### config.mk
export PLATFORM = sky130hd
export DESIGN_NAME = scene_sequencer
export DESIGN_NICKNAME = d
export VERILOG_FILES = /design/src/rtl/vga_pkg.sv /design/src/rtl/btn_debounce.sv /design/src/rtl/scene_sequencer.sv
export SDC_FILE = /design/constraint.sdc
export NUM_CORES = 1
export LEC_CHECK = 0
export ABC_AREA = 1
export CORE_ASPECT_RATIO = 0.9
export CORE_MARGIN = 3
export CORE_UTILIZATION = 54
export CTS_BUF_LIST = sky130_fd_sc_hd__clkbuf_16
export DETAILED_ROUTE_END_ITERATION = 6
export PLACE_DENSITY = 0.87
export RECOVER_POWER = 100
export SLEW_MARGIN = 15
export SYNTH_ARGS = -nofsm -noshare
export SYNTH_HDL_FRONTEND = slang
export SYNTH_SLANG_ARGS = --single-unit
### constraint.sdc
create_clock -name pixel_clk -period 4 [get_ports pixel_clk]
set_clock_uncertainty 0.2 [all_clocks]
set_input_delay 1 -clock pixel_clk [delete_from_list [all_inputs] [get_ports pixel_clk]]
set_output_delay 1 -clock pixel_clk [all_outputs]
set_load 0.005 [all_outputs]
### src/rtl/vga_pkg.sv
// Shared VGA timing constants, pattern index width and scene-sequencer state type.
// Also holds the wrap-around pattern stepping helper.
package vga_pkg;

  localparam int H_TOTAL   = 800;
  localparam int V_ACTIVE  = 480;
  localparam int V_TOTAL   = 525;
  localparam int PATTERN_W = 3;

  localparam logic [9:0] COMMIT_ROW = 10'(V_ACTIVE);
  localparam logic [9:0] LAST_ROW   = 10'(V_TOTAL - 1);
  localparam logic [9:0] LAST_COL   = 10'(H_TOTAL - 1);

  typedef enum logic [1:0] {
    ST_ACTIVE   = 2'd0,
    ST_UPDATE   = 2'd1,
    ST_WAIT_TOP = 2'd2
  } state_t;

  // Step a pattern index up or down, wrapping within 0..count-1.
  function automatic logic [PATTERN_W-1:0] step_pattern(
    input logic [PATTERN_W-1:0] cur,
    input logic                 up,
    input int unsigned          count
  );
    logic [PATTERN_W-1:0] last;
    last = PATTERN_W'(count - 1);
    if (up) begin
      step_pattern = (cur == last) ? {PATTERN_W{1'b0}} : cur + 1'b1;
    end else begin
      step_pattern = (cur == {PATTERN_W{1'b0}}) ? last : cur - 1'b1;
    end
  endfunction

endpackage

### src/rtl/btn_debounce.sv
// Two-flop synchroniser plus stability counter for one raw button.
// Emits a one-cycle press pulse when the accepted level rises.
module btn_debounce #(
  parameter int DEBOUNCE_CYCLES = 250000
) (
  input  logic clk,
  input  logic rst,
  input  logic btn,
  output logic press
);

  localparam int CW = (DEBOUNCE_CYCLES > 1) ? $clog2(DEBOUNCE_CYCLES) : 1;
  localparam logic [CW-1:0] CNT_LAST = CW'(DEBOUNCE_CYCLES - 1);

  logic          sync1;
  logic          sync2;
  logic          level;
  logic [CW-1:0] cnt;

  // Any cycle where the synchronised input matches the accepted level restarts the count.
  always_ff @(posedge clk or posedge rst) begin
    if (rst) begin
      sync1 <= 1'b0;
      sync2 <= 1'b0;
      level <= 1'b0;
      cnt   <= {CW{1'b0}};
      press <= 1'b0;
    end else begin
      sync1 <= btn;
      sync2 <= sync1;
      press <= 1'b0;
      if (sync2 == level) begin
        cnt <= {CW{1'b0}};
      end else if (cnt == CNT_LAST) begin
        cnt   <= {CW{1'b0}};
        level <= sync2;
        press <= sync2;
      end else begin
        cnt <= cnt + 1'b1;
      end
    end
  end

endmodule

### src/rtl/scene_sequencer.sv
// Frame-synchronous pattern selector: commits button/auto changes at vblank start
// and runs a per-frame update handshake with overrun detection.
module scene_sequencer
  import vga_pkg::*;
#(
  parameter int NUM_PATTERNS    = 6,
  parameter int DEBOUNCE_CYCLES = 250000,
  parameter int AUTO_FRAMES     = 120
) (
  input  logic                 pixel_clk,
  input  logic                 rst,
  input  logic [9:0]           row,
  input  logic [9:0]           column,
  input  logic                 btn_next,
  input  logic                 btn_prev,
  input  logic                 auto_en,
  input  logic                 update_ack,
  output logic [PATTERN_W-1:0] pattern_sel,
  output logic [15:0]          frame_count,
  output logic                 vblank_start,
  output logic                 update_req,
  output logic                 overrun
);

  localparam int AW = (AUTO_FRAMES > 1) ? $clog2(AUTO_FRAMES) : 1;
  localparam logic [AW-1:0] AUTO_LAST = AW'(AUTO_FRAMES - 1);

  state_t               state;
  logic                 press_next;
  logic                 press_prev;
  logic                 pend_next;
  logic                 pend_prev;
  logic [AW-1:0]        auto_cnt;
  logic                 commit;
  logic                 frame_end;
  logic                 auto_step;
  logic [PATTERN_W-1:0] next_sel;

  btn_debounce #(.DEBOUNCE_CYCLES(DEBOUNCE_CYCLES)) u_db_next (
    .clk(pixel_clk), .rst(rst), .btn(btn_next), .press(press_next)
  );

  btn_debounce #(.DEBOUNCE_CYCLES(DEBOUNCE_CYCLES)) u_db_prev (
    .clk(pixel_clk), .rst(rst), .btn(btn_prev), .press(press_prev)
  );

  // Commit/frame-end decode and the pattern that would be chosen at this commit.
  always_comb begin
    commit    = (state == ST_ACTIVE) && (row == COMMIT_ROW) && (column == 10'd0);
    frame_end = (row == LAST_ROW) && (column == LAST_COL);
    auto_step = auto_en && !pend_next && !pend_prev && (auto_cnt == AUTO_LAST);
    if (pend_next && !pend_prev) begin
      next_sel = step_pattern(pattern_sel, 1'b1, NUM_PATTERNS);
    end else if (pend_prev && !pend_next) begin
      next_sel = step_pattern(pattern_sel, 1'b0, NUM_PATTERNS);
    end else if (auto_step) begin
      next_sel = step_pattern(pattern_sel, 1'b1, NUM_PATTERNS);
    end else begin
      next_sel = pattern_sel;
    end
  end

  // Sequencer FSM with registered outputs; presses seen in the commit cycle carry over.
  always_ff @(posedge pixel_clk or posedge rst) begin
    if (rst) begin
      state        <= ST_ACTIVE;
      pattern_sel  <= {PATTERN_W{1'b0}};
      frame_count  <= 16'd0;
      vblank_start <= 1'b0;
      update_req   <= 1'b0;
      overrun      <= 1'b0;
      pend_next    <= 1'b0;
      pend_prev    <= 1'b0;
      auto_cnt     <= {AW{1'b0}};
    end else begin
      vblank_start <= 1'b0;
      if (commit) begin
        pend_next <= press_next;
        pend_prev <= press_prev;
      end else begin
        pend_next <= pend_next | press_next;
        pend_prev <= pend_prev | press_prev;
      end

      // The auto counter wraps at AUTO_FRAMES so a cancelled step cannot skip past it.
      if (!auto_en) begin
        auto_cnt <= {AW{1'b0}};
      end else if (commit) begin
        if ((next_sel != pattern_sel) || (auto_cnt == AUTO_LAST)) begin
          auto_cnt <= {AW{1'b0}};
        end else begin
          auto_cnt <= auto_cnt + 1'b1;
        end
      end else begin
        auto_cnt <= auto_cnt;
      end

      case (state)
        ST_ACTIVE: begin
          if (commit) begin
            vblank_start <= 1'b1;
            frame_count  <= frame_count + 16'd1;
            pattern_sel  <= next_sel;
            update_req   <= 1'b1;
            state        <= ST_UPDATE;
          end
        end
        ST_UPDATE: begin
          if (update_ack) begin
            update_req <= 1'b0;
            state      <= ST_WAIT_TOP;
          end else if (frame_end) begin
            update_req <= 1'b0;
            overrun    <= 1'b1;
            state      <= ST_ACTIVE;
          end
        end
        ST_WAIT_TOP: begin
          if ((row == 10'd0) && (column == 10'd0)) begin
            state <= ST_ACTIVE;
          end
        end
        default: begin
          update_req <= 1'b0;
          state      <= ST_ACTIVE;
        end
      endcase
    end
  end

endmodule

==> After elaboration in Yosys (flattened, before gate mapping) <==
Cells that the tools add are included.
{ "word_totals": {"reg_bits": 77, "out_inout_bits": 22, "word_cells": 98} }
{ "classes": {"add_sub_neg": 6, "eq_ne": 16, "muxes": 29, "n_bitwise": 6, "reduce_logical": 22} }
{ "ops": {"columns": ["operator", "count"], "rows": [
  ["$mux W18", 4],
  ["$add A18 B1 Y18 const B", 2],
  ["$eq A18 B18 Y1 const B", 2],
  ["$mux W7", 3],
  ["$eq A10 B10 Y1 const B", 2],
  ["$logic_not A10 Y1", 2],
  ["$add A16 B1 Y16 const B", 1],
  ["$mux W3", 5],
  ["$mux W1", 11],
  ["$eq A10 B9 Y1 const B", 1],
  ["$logic_and A1 B1 Y1", 9],
  ["$reduce_and A3 Y1", 3],
  ["$mux W2", 4],
  ["$add A7 B1 Y7 const B", 1],
  ["$eq A7 B7 Y1 const B", 1],
  ["$pmux W2 S3", 1],
  ["$reduce_and A2 Y1", 3],
  ["$ne A2 B2 Y1 const B", 2],
  ["$not A1 Y1", 4],
  ["$add A3 B1 Y3 const B", 1],
  ["$eq A3 B3 Y1 const B", 1],
  ["$logic_not A3 Y1", 1],
  ["$ne A3 B3 Y1", 1],
  ["$ne A3 B3 Y1 const B", 1],
  ["other kinds (10)", 13]
]} }

==> Depth between registers and ports, before layout <==
{ "logic_depth": {"depth_word": 12, "mapped_depth": 12, "depth_no_buf": 12} }

==> By module <==
From an unflattened synthesis, not the netlist that was laid out.
{ "unflattened": {"hier_cells": 519, "area_unflattened_um2": 4255.3} }
{ "by_module_without_submodules": {"columns": ["module", "instances", "cells_per_inst", "area_per_inst_um2", "seq_area_each_um2"], "rows": [
  ["scene_sequencer", 1, 244, 1973.1, 825.8],
  ["btn_debounce at u_db_prev", 1, 139, 1158.6, 550.5],
  ["btn_debounce at u_db_next", 1, 136, 1123.6, 550.5]
]} }

==> Worst setup path after synthesis <==
OpenSTA, ideal clock, no wires.
{ "synth_path": {"path_type": "input -> register", "start": "input column[7]", "end": "register frame_count[12]", "t_arrival_ns": 1.928, "required_ns": 3.676, "slack_ns": 1.749, "path_stages": 8, "path_cell_list": "nor2_1 -> nand3_1 -> nor2_2 -> nand2_4 -> buf_6 -> nor2_4 -> nand4_1 -> xor2_1"} }
{ "synth_via": {"elab_chain_len": 3} }
{ "synth_rtl": {"columns": ["item", "line_no", "text"], "rows": [
  ["start, declared", "scene_sequencer.sv:13", "input logic [9:0] column,"],
  ["$logic_not A10 Y1", "scene_sequencer.sv:49", "commit = (state == ST_ACTIVE) && (row == COMMIT_ROW) && (column == 10'd0);"],
  ["$logic_and A1 B1 Y1", "scene_sequencer.sv:49", null],
  ["$reduce_and A2 Y1 (no line)", null, null],
  ["end signal, assigned", "scene_sequencer.sv:102", "frame_count <= frame_count + 16'd1;"],
  ["end, declared", "scene_sequencer.sv:19", "output logic [15:0] frame_count,"]
]} }
No other way between the ends.
A chain may end at the register's enable or synchronous reset.

==> Worst setup path after layout <==
{ "layout_path": {"start": "input row[9]", "end": "register auto_cnt[6]"} }
{ "layout_via": {"elab_chain_len": 4} }
{ "layout_rtl": {"columns": ["item", "line_no", "text"], "rows": [
  ["start, declared", "scene_sequencer.sv:12", "input logic [9:0] row,"],
  ["$eq A10 B9 Y1", "scene_sequencer.sv:49", null],
  ["$logic_and A1 B1 Y1 (2 in series)", "scene_sequencer.sv:49", null],
  ["$ne A2 B1 Y1 (no line)", null, null],
  ["end signal, assigned", "scene_sequencer.sv:74", "auto_cnt <= {AW{1'b0}};"],
  ["end signal, assigned", "scene_sequencer.sv:87", "auto_cnt <= {AW{1'b0}};"],
  ["end signal, assigned", "scene_sequencer.sv:90", "auto_cnt <= {AW{1'b0}};"],
  ["end, declared", "scene_sequencer.sv:33", "logic [AW-1:0] auto_cnt;"]
]} }
No other way between the ends.

==> reports/metrics.yaml <==
final_cell_area_um2: 4870
power_leakage_nw: 2.19
path_buf_inv: 3
wire_per_inst_um: 13.8
drtIter0Drc: 304
worst-r2r-setup-slack_ns: 1.61
criticalPathCategory: "in -> reg"
cp-start-kind: "primary input"
hold_start: "u_db_prev.sync1"
cts_tree: "yes"
worstMarginPinSlew_ns: 0.907
insertion_delay_ns: 0.33
synth.cells.most_frequent: "nand2_1, dfrtp_1, nor2_1, inv_1, nand3_1"
crit_path_cell_trace: "dlygate4sd3_1 > inv_1 > nand2_1 > nor2_1 > nand2_2 > nor2_4 > nand2_1 > inv_2 > nor2_1 > nand2_1 > o21ai_0"
clockRootBuffer: "clkbuf_16"
r2r_start: "u_db_prev.cnt[0]"
synthesis.nets: 523
num_vias: 3491
die-area_um2: 8710
clock.fmax_mhz: 322
cts_sinks: 77
synthArstFlopShare: 1.00
peakVddDrop_v: 0.000329
antenna_cells: 0
nNetsFinal: 580
place_area_um2: 4700
yosys_warnings: 0
grt_pass1_vias: 3325
cts_hold_buf: 0
arrival_ns: 3.13
cp_common_cell: "nand2_1"
holdPathStages: 0
crit_family: "simple AND/OR/NAND/NOR gates"
drt_wl_total_um: 8930
synthFlopType: "dfrtp_1"
drc: 0
path_clk_slew_ns: 0.06
initial_core_util: 0.570
avgSynthCellArea_um2: 8.37
track_usage: 0.213
timing.rr.end: "u_db_prev.cnt[3]"
setup_violations: 0
core_um2: 7220
grt_pass1_wl_um: 14900
grt_max_degree: 30
hp-class: "reg -> reg"
powerDensity_nw_per_um2: 341
maxCapViolCount: 0
numCtsBuffers: 9
synth_area_um2: 4120
cp_slowest_cell: "dlygate4sd3_1"
dr.pass1.iters: 5
synth_area_leaders: "dfrtp_1, nand2_1, nor2_1"
status: "finished, final reports clean"
rsz0062_at_grt: "false"
cts_resized: 0
critPathMaxFanout: 14
htreeDepth: 3
netlist_instances: 492
post-cts-setup-buffer-count: 0
hold_end: "u_db_prev.sync2"
r2r_cells: 8
cp.required_ns: 4.03
grt-ovfl-total: 0
post-route-min-period_ns: 3.10
drive_gt1_frac: 0.0794
grt_antenna_before_repair: 0
seq_area_frac_synth: 0.468
vias_per_cell: 5.40
dp_hpwl_um: 6430
port_buffers: 47
synth_edf_count: 0
die_h_um: 88.8
die_w_um: 98.0
area_growth_pct: 18.4
drv_slew: 0
ios: 48
cts_buffer_depth: 2
synth_top_area_frac: 0.468
synth_top_area_cell: "dfrtp_1"
max-slew-margin-rel: 0.394
rows: 29
ys_types: 34
yosysMostFrequentCell: "nand2_1"
cpPeakStageDelay_ns: 0.56
hold_viol_final: 0
fin_tns_setup_ns: 0
end_kind: "flop"
final_core_util: 0.675
routabilityCongestion: 0.865
ys_ff_latch: 77
fin_crit_sh: 0.776
ant_nets: 0
## cell usage in the layout (no fill, tap or decap), types with 5 or more instances in the layout
cell,instances
a21oi_1,17
clkbuf_16,9
clkdlybuf4s50_1,20
dfrtp_1,77
dlygate4sd3_1,27
ha_1,5
inv_1,61
inv_2,8
nand2_1,86
nand3_1,32
nand4_1,18
nor2_1,76
nor2_2,7
nor3_1,16
nor3b_1,5
nor4_1,6
o21ai_0,21
xnor2_1,11
xor2_1,20
## worst reg2reg max path, stage by stage, from the launching register on
cell,delay (ns)
dfrtp_1,0.37
ha_1,0.17
nand2_1,0.07
nor2_1,0.24
inv_1,0.14
nor4_1,0.49
nor2_1,0.24
inv_1,0.26
nor3b_1,0.09
## layout make-up
cell class / count / area [um2]
clock buffer: 9 / 225
inverter: 68 / 255
sequential: 77 / 1930
clock inverter: 7 / 67.6
tap: 93 / 116
timing repair buffer: 49 / 483
multi-input combinational: 344 / 1800
fill: 564 / 2350
## kinds of logic after synthesis
group / Yosys count / synth area share
adders and majority gates: 5 / 0.0152
AOI/OAI and AO/OA: 47 / 0.0675
buffers and inverters: 71 / 0.0672
DFF: 77 / 0.468
and+or+nand+nor: 261 / 0.316
xor gates and xnor gates: 31 / 0.0659
## where the power goes
group | switching (mW) | leakage, nW | internal (mW)
combinational | 0.0411 | 1.02 | 0.0327
sequential | 0.00559 | 1.02 | 0.788
clock | 0.313 | 0.144 | 0.479
total | 0.360 | 2.19 | 1.30
## layer usage
layer | wire [um] | GRT usage | part of all wire | up-vias
met3 | 591 | 0.0591 | 0.066 | 15
met5 | 0 | 0 | 0 | -
li1 | - | - | - | 1708
met4 | 109 | 0.0516 | 0.012 | 0
met1 | 3760 | 0.260 | 0.42 | 1649
met2 | 4470 | 0.379 | 0.50 | 119
## worst max path at each step
stage / end / start / slack (ns) / depth (start not counted)
finish: auto_cnt[6] / row[9] / 0.90 / 11
global route: auto_cnt[6] / row[9] / 0.72 / 11
CTS: auto_cnt[6] / row[9] / 1.30 / 11
detailed placement: auto_cnt[6] / row[9] / 0.98 / 11
global placement: auto_cnt[0] / row[9] / 1.12 / 11
floorplan: auto_cnt[0] / rst / 0.83 / 1
## metrics by stage
| step | hold WS [ns] | total power, mW | instances | setup slack (ns) |
|---|---|---|---|---|
| 5_1_grt | 0.167 | 1.72 | 647 | 0.718 |
| 4_1_cts | 0.152 | 1.67 | 647 | 1.30 |
| 2_1_floorplan | 0.131 | 0.846 | 492 | 0.833 |
| 3_5_place_dp | 0.139 | 0.885 | 631 | 0.980 |
| 3_3_place_gp | 0.136 | 0.882 | 631 | 1.12 |
| 6_report | 0.150 | 1.66 | 647 | 0.897 |
## flip-flops by register name, indices dropped and copies added, names as in the netlist, 2 cells and up
| name | cells |
|---|---|
| auto_cnt | 7 |
| frame_count | 16 |
| pattern_sel | 3 |
| state | 2 |
| u_db_next.cnt | 18 |
| u_db_prev.cnt | 18 |
No activity file was read; power rests on OpenSTA's default activity.
==> RTL change 1 (same settings) <==
`DEBOUNCE_CYCLES` is set to 250000 in 2 places; all go to 125000.
--- a/src/rtl/btn_debounce.sv
+++ b/src/rtl/btn_debounce.sv
@@ -2,5 +2,5 @@
 // Emits a one-cycle press pulse when the accepted level rises.
 module btn_debounce #(
-  parameter int DEBOUNCE_CYCLES = 250000
+  parameter int DEBOUNCE_CYCLES = 125000
 ) (
   input  logic clk,
--- a/src/rtl/scene_sequencer.sv
+++ b/src/rtl/scene_sequencer.sv
@@ -5,5 +5,5 @@
 #(
   parameter int NUM_PATTERNS    = 6,
-  parameter int DEBOUNCE_CYCLES = 250000,
+  parameter int DEBOUNCE_CYCLES = 125000,
   parameter int AUTO_FRAMES     = 120
 ) (
Check against the original RTL: no difference found for any inputs over 10 cycles, from zero or initial values and one cycle with rst high; that may be too few to reach the edited logic, so the function may still have changed.
==> RTL change 1 against the unedited design <==
  * The run now ends with max-capacitance violations, max-slew violations left
  * Routed wire length decreased by 6.0%
  * Sequential power is 2.5% lower
  * Synthesized area down 2.5%
  * Final area is 1.4% lower
  * Sequential cell count fell by 2
  * Highest routed layer unchanged
  * Total power rose by 1.2%
  * Non-clock buffer count fell by 1
  * Clock power grew 4.8%
  * Via count down 0.26%
  * Critical endpoint is now frame_count[6]
  * Utilization fell by 0.29 points
  * Setup slack got worse by 0.032 ns
==> RTL change 1: results (changes against the unedited design) <==
\begin{tabular}{lr}
\hline
Metric & Value \\
\hline
\multicolumn{2}{l}{\textbf{Detailed routing}} \\
\quad Routed length on met3 & 474 µm (-20\%) \\
\quad Routed met1 length & 3760 µm (about the same) \\
\quad Post-detailed-routing wire length & 8400 µm (-6.0\%) \\
\quad Amount of wire on met2 after detailed routing & 4060 µm (-9.2\%) \\
\multicolumn{2}{l}{\textbf{Run status}} \\
\quad Outcome & finished with violations \\
\quad Violations in the final reports & max-capacitance violations, max-slew violations \\
\multicolumn{2}{l}{\textbf{Yosys}} \\
\quad Biggest area contributors in the synthesized netlist & dfrtp\_1, nand2\_1, nor2\_1 \\
\quad Cell types with the highest counts after synthesis & nand2\_1, dfrtp\_1, nor2\_1 \\
\quad Area fraction in compound gates after synthesis & 8.88\% (+2.1 points) \\
\quad Number of distinct library cells after synthesis & 36 (+5.9\%) \\
\quad Xor-xnor portion of the synthesized cell area & 4.14\% (-2.5 points) \\
\multicolumn{2}{l}{\textbf{Global routing}} \\
\quad Met2 Resource Use GR & 35.5\% (-2.4 points) \\
\quad Met1 routing resource usage after global routing & 25.4\% (-0.54 points) \\
\quad First-pass GRT wire length & 14600 µm (-2.2\%) \\
\quad Overall track demand over capacity in global routing & 20.8\% (-0.47 points) \\
\quad Vias in the first global route & 3317 (-0.24\%) \\
\quad Met3 Usage GRT & 6.45\% (+0.54 points) \\
\multicolumn{2}{l}{\textbf{Flow run}} \\
\quad Number of max-capacitance violations reported & 1 (+1) \\
\multicolumn{2}{l}{\textbf{Power and ir drop}} \\
\quad Leakage component of the power & 0.00218 µW (-0.55\%) \\
\quad Highest ir drop seen on vdd & 0.327 mV (-0.66\%) \\
\multicolumn{2}{l}{\textbf{Cells and area}} \\
\quad Proportion of layout cells with a drive suffix above 1 & 6.98\% (-0.97 points) \\
\quad Number of standard cells in the layout, taps in and fillers out & 652 (+0.77\%) \\
\quad Layout net count & 585 (+0.86\%) \\
\multicolumn{2}{l}{\textbf{Worst setup path}} \\
\quad Critical path origin & row[8] \\
\quad Critical path arrival & 3.14 ns (about the same) \\
\multicolumn{2}{l}{\textbf{Timing}} \\
\quad Worst rel slew slack & -18.0\% (-57 points) \\
\quad Max-slew violation total from the final report & 76 (+76) \\
\multicolumn{2}{l}{\textbf{Place}} \\
\quad Weighted congestion reported at the end of routability-driven placement & 0.881 (+1.8\%) \\
\hline
\end{tabular}
## RTL change 1: cell types whose count changed after synthesis, moves of 4 or more
cell | unedited run | this run
nand2_1 | 84 | 100
nor2_1 | 69 | 60
o21ai_0 | 11 | 20
xor2_1 | 20 | 13
nor2_4 | 9 | 3
xnor2_1 | 11 | 6
nand3_1 | 31 | 35
nor3_1 | 13 | 17
## RTL change 1: area by class of cell
| type | count | area, µm² | area share (%) |
|---|---|---|---|
| multi-input cells | 350 | 1760 | 36.7 |
| flip-flops and latches | 75 | 1880 | 39.1 |
| well taps | 93 | 116 | 2.42 |
| repair buffers | 48 | 475 | 9.90 |
| inverters | 70 | 263 | 5.47 |
| clock buffers | 9 | 225 | 4.69 |
| clock inverters | 7 | 83.8 | 1.74 |
## RTL change 1: final timing paths
kind                                     end  slack [ns]  cells past startpoint
max                           frame_count[6]        0.86                      7
min                          u_db_prev.sync2        0.15                      0
max reg2reg                u_db_prev.cnt[14]        1.73                      6
min reg2reg                  u_db_prev.sync2        0.15                      0
max in group asynchronous            overrun        1.15                      3
min in group asynchronous  u_db_next.cnt[15]        1.40                      3
## RTL change 1: stage by stage
| stage | hold slack, ns | cell area, µm² | worst slack, ns | utilization (%) |
|---|---|---|---|---|
| 6_report | 0.148 | 4800 | 0.865 | 67.2 |
| 5_1_grt | 0.164 | 4800 | 0.691 | 67.2 |
| 4_1_cts | 0.151 | 4920 | 1.33 | 68.9 |
| 3_5_place_dp | 0.139 | 4610 | 1.01 | 64.5 |
| 3_3_place_gp | 0.137 | 4610 | 1.08 | 64.5 |
| 2_1_floorplan | 0.131 | 4020 | 0.890 | - |
## RTL change 1: power breakdown
part           leakage [µW]  internal [µW]  switching (µW)
clock              0.000152            538             292
combinational       0.00104           33.1            42.7
sequential         0.000990            768            5.77
total               0.00218           1340             341
==> RTL change 2 (same flow settings) <==
Made on the original files. Re-encode `state_t` (3 states) as one-hot, 3 bits wide.
--- a/src/rtl/vga_pkg.sv
+++ b/src/rtl/vga_pkg.sv
@@ -12,8 +12,8 @@
   localparam logic [9:0] LAST_COL   = 10'(H_TOTAL - 1);
 
-  typedef enum logic [1:0] {
-    ST_ACTIVE   = 2'd0,
-    ST_UPDATE   = 2'd1,
-    ST_WAIT_TOP = 2'd2
+  typedef enum logic [2:0] {
+    ST_ACTIVE   = 3'b001,
+    ST_UPDATE   = 3'b010,
+    ST_WAIT_TOP = 3'b100
   } state_t;
 
Function: same outputs for any inputs over 10 cycles, from zero or initial values and one cycle with rst high; not proved beyond that.
==> RTL change 2 against the unedited design <==
  * Routed wire length is 5.1% higher
  * Total power is 5.6% higher
  * Cell count rose by 3.7%
  * Critical path depth is 2 lower
  * Sequential cell count increased by 1
  * Utilization increased by 1.3 points
  * Combinational power up 8.1%
  * Synthesized area grew 2.5%
  * Setup slack got worse by 0.039 ns
  * Via count grew 5.0%
  * Final area is 3.4% higher
  * Clock power up 9.6%
  * Critical path type unchanged
  * Largest cell class unchanged
==> RTL change 2: results (changes against the unedited design) <==
\begin{tabular}{lr}
\hline
Metric & Value \\
\hline
\multicolumn{2}{l}{\textbf{Cells and area}} \\
\quad Proportion of layout cells with a drive suffix above 1 & 4.84\% (-3.1 points) \\
\quad Layout net count & 604 (+4.1\%) \\
\multicolumn{2}{l}{\textbf{Place}} \\
\quad Placement-stage cell area & 4790 µm² (+2.0\%) \\
\quad HPWL after DPL & 6620 µm (+2.9\%) \\
\multicolumn{2}{l}{\textbf{Power and ir drop}} \\
\quad Sequential share of power & 45.9\% (-1.9 points) \\
\quad Tot Pwr & 1750 µW (+5.6\%) \\
\quad Highest ir drop seen on vdd & 0.276 mV (-16\%) \\
\multicolumn{2}{l}{\textbf{CTS}} \\
\quad Root buffer cell & clkbuf\_16 \\
\multicolumn{2}{l}{\textbf{Worst setup path}} \\
\quad Critical path origin & row[3] \\
\quad Maximum fanout count along the critical path & 13 (-1) \\
\quad Critical path arrival & 3.17 ns (+0.04 ns) \\
\quad Setup slack of the worst register-to-register path & 1.69 ns (+0.08 ns) \\
\quad Worst Setup EP & frame\_count[7] \\
\quad RR Endpoint & u\_db\_prev.cnt[16] \\
\multicolumn{2}{l}{\textbf{Hold path}} \\
\quad Number of cells on the worst hold path & 0 (unchanged) \\
\quad Worst-case hold path end point & u\_db\_next.sync2 \\
\quad Worst hold path startpoint & u\_db\_next.sync1 \\
\multicolumn{2}{l}{\textbf{Global routing}} \\
\quad First-pass GRT wire length & 16200 µm (+8.7\%) \\
\quad Largest net degree at the start of global routing & 47 (+57\%) \\
\quad Overall track demand over capacity in global routing & 22.0\% (+0.76 points) \\
\multicolumn{2}{l}{\textbf{Detailed routing}} \\
\quad First-pass detailed-route iteration total & 7 (+2) \\
\quad Number of DRC markers in iteration 0 & 231 (-24\%) \\
\quad Total vias in the final route & 3665 (+5.0\%) \\
\quad Detail-routed net length per standard cell & 14.0 µm (+1.3\%) \\
\quad Post-detailed-routing wire length & 9380 µm (+5.1\%) \\
\multicolumn{2}{l}{\textbf{Yosys}} \\
\quad Number of nets produced by synthesis & 550 (+5.2\%) \\
\quad Number of distinct library cells after synthesis & 40 (+18\%) \\
\quad Biggest area contributors in the synthesized netlist & dfrtp\_1, nand2\_1, nor2\_1 \\
\quad Sequential area share after synthesis & 46.3\% (-0.53 points) \\
\quad Per-instance average area after synthesis & 8.13 µm² (-2.8\%) \\
\multicolumn{2}{l}{\textbf{Timing}} \\
\quad Final setup margin & 0.857 ns (-0.0394 ns) \\
\quad Worst rel slew slack & 10.6\% (-29 points) \\
\quad Worst hold margin & 0.159 ns (+0.00990 ns) \\
\multicolumn{2}{l}{\textbf{Run status}} \\
\quad Outcome & finished clean \\
\hline
\end{tabular}
==> RTL change 2: changes by cell type after synthesis, sizes merged, moves of 6 or more <==
cell,change
nor3,+19
nand2,+15
nand3,-8
a21oi,-6
inv,-6
o21ai,-6
==> RTL change 2: cell families (layout without fill, tap and decap cells) <==
logic type      Yosys count  count (layout)  share of synthesized area [%]
flops                    78              78                           46.3
simple gates            289             289                           32.1
compound gates           45              45                           6.37
mux                       2               2                          0.533
buf+inv                  67             126                           6.37
xor+xnor                 33              33                           6.85
fa+ha+maj                 5               5                           1.48
==> RTL change 2: layer usage <==
layer | global-route usage (%) | wire length, µm | vias up
li1 | - | - | 1797
met1 | 28.0 | 3970 | 1728
met2 | 37.3 | 4700 | 123
met3 | 5.42 | 579 | 17
met4 | 6.37 | 133 | 0
met5 | 0 | 0 | -
==> RTL change 2: layout make-up <==
class	count	area [µm²]
timing repair buffer	48	490
clock buffer	9	225
multi-input combinational	374	1930
tap	93	116
clock inverter	7	95.1
sequential	78	1950
fill	556	2290
inverter	62	233
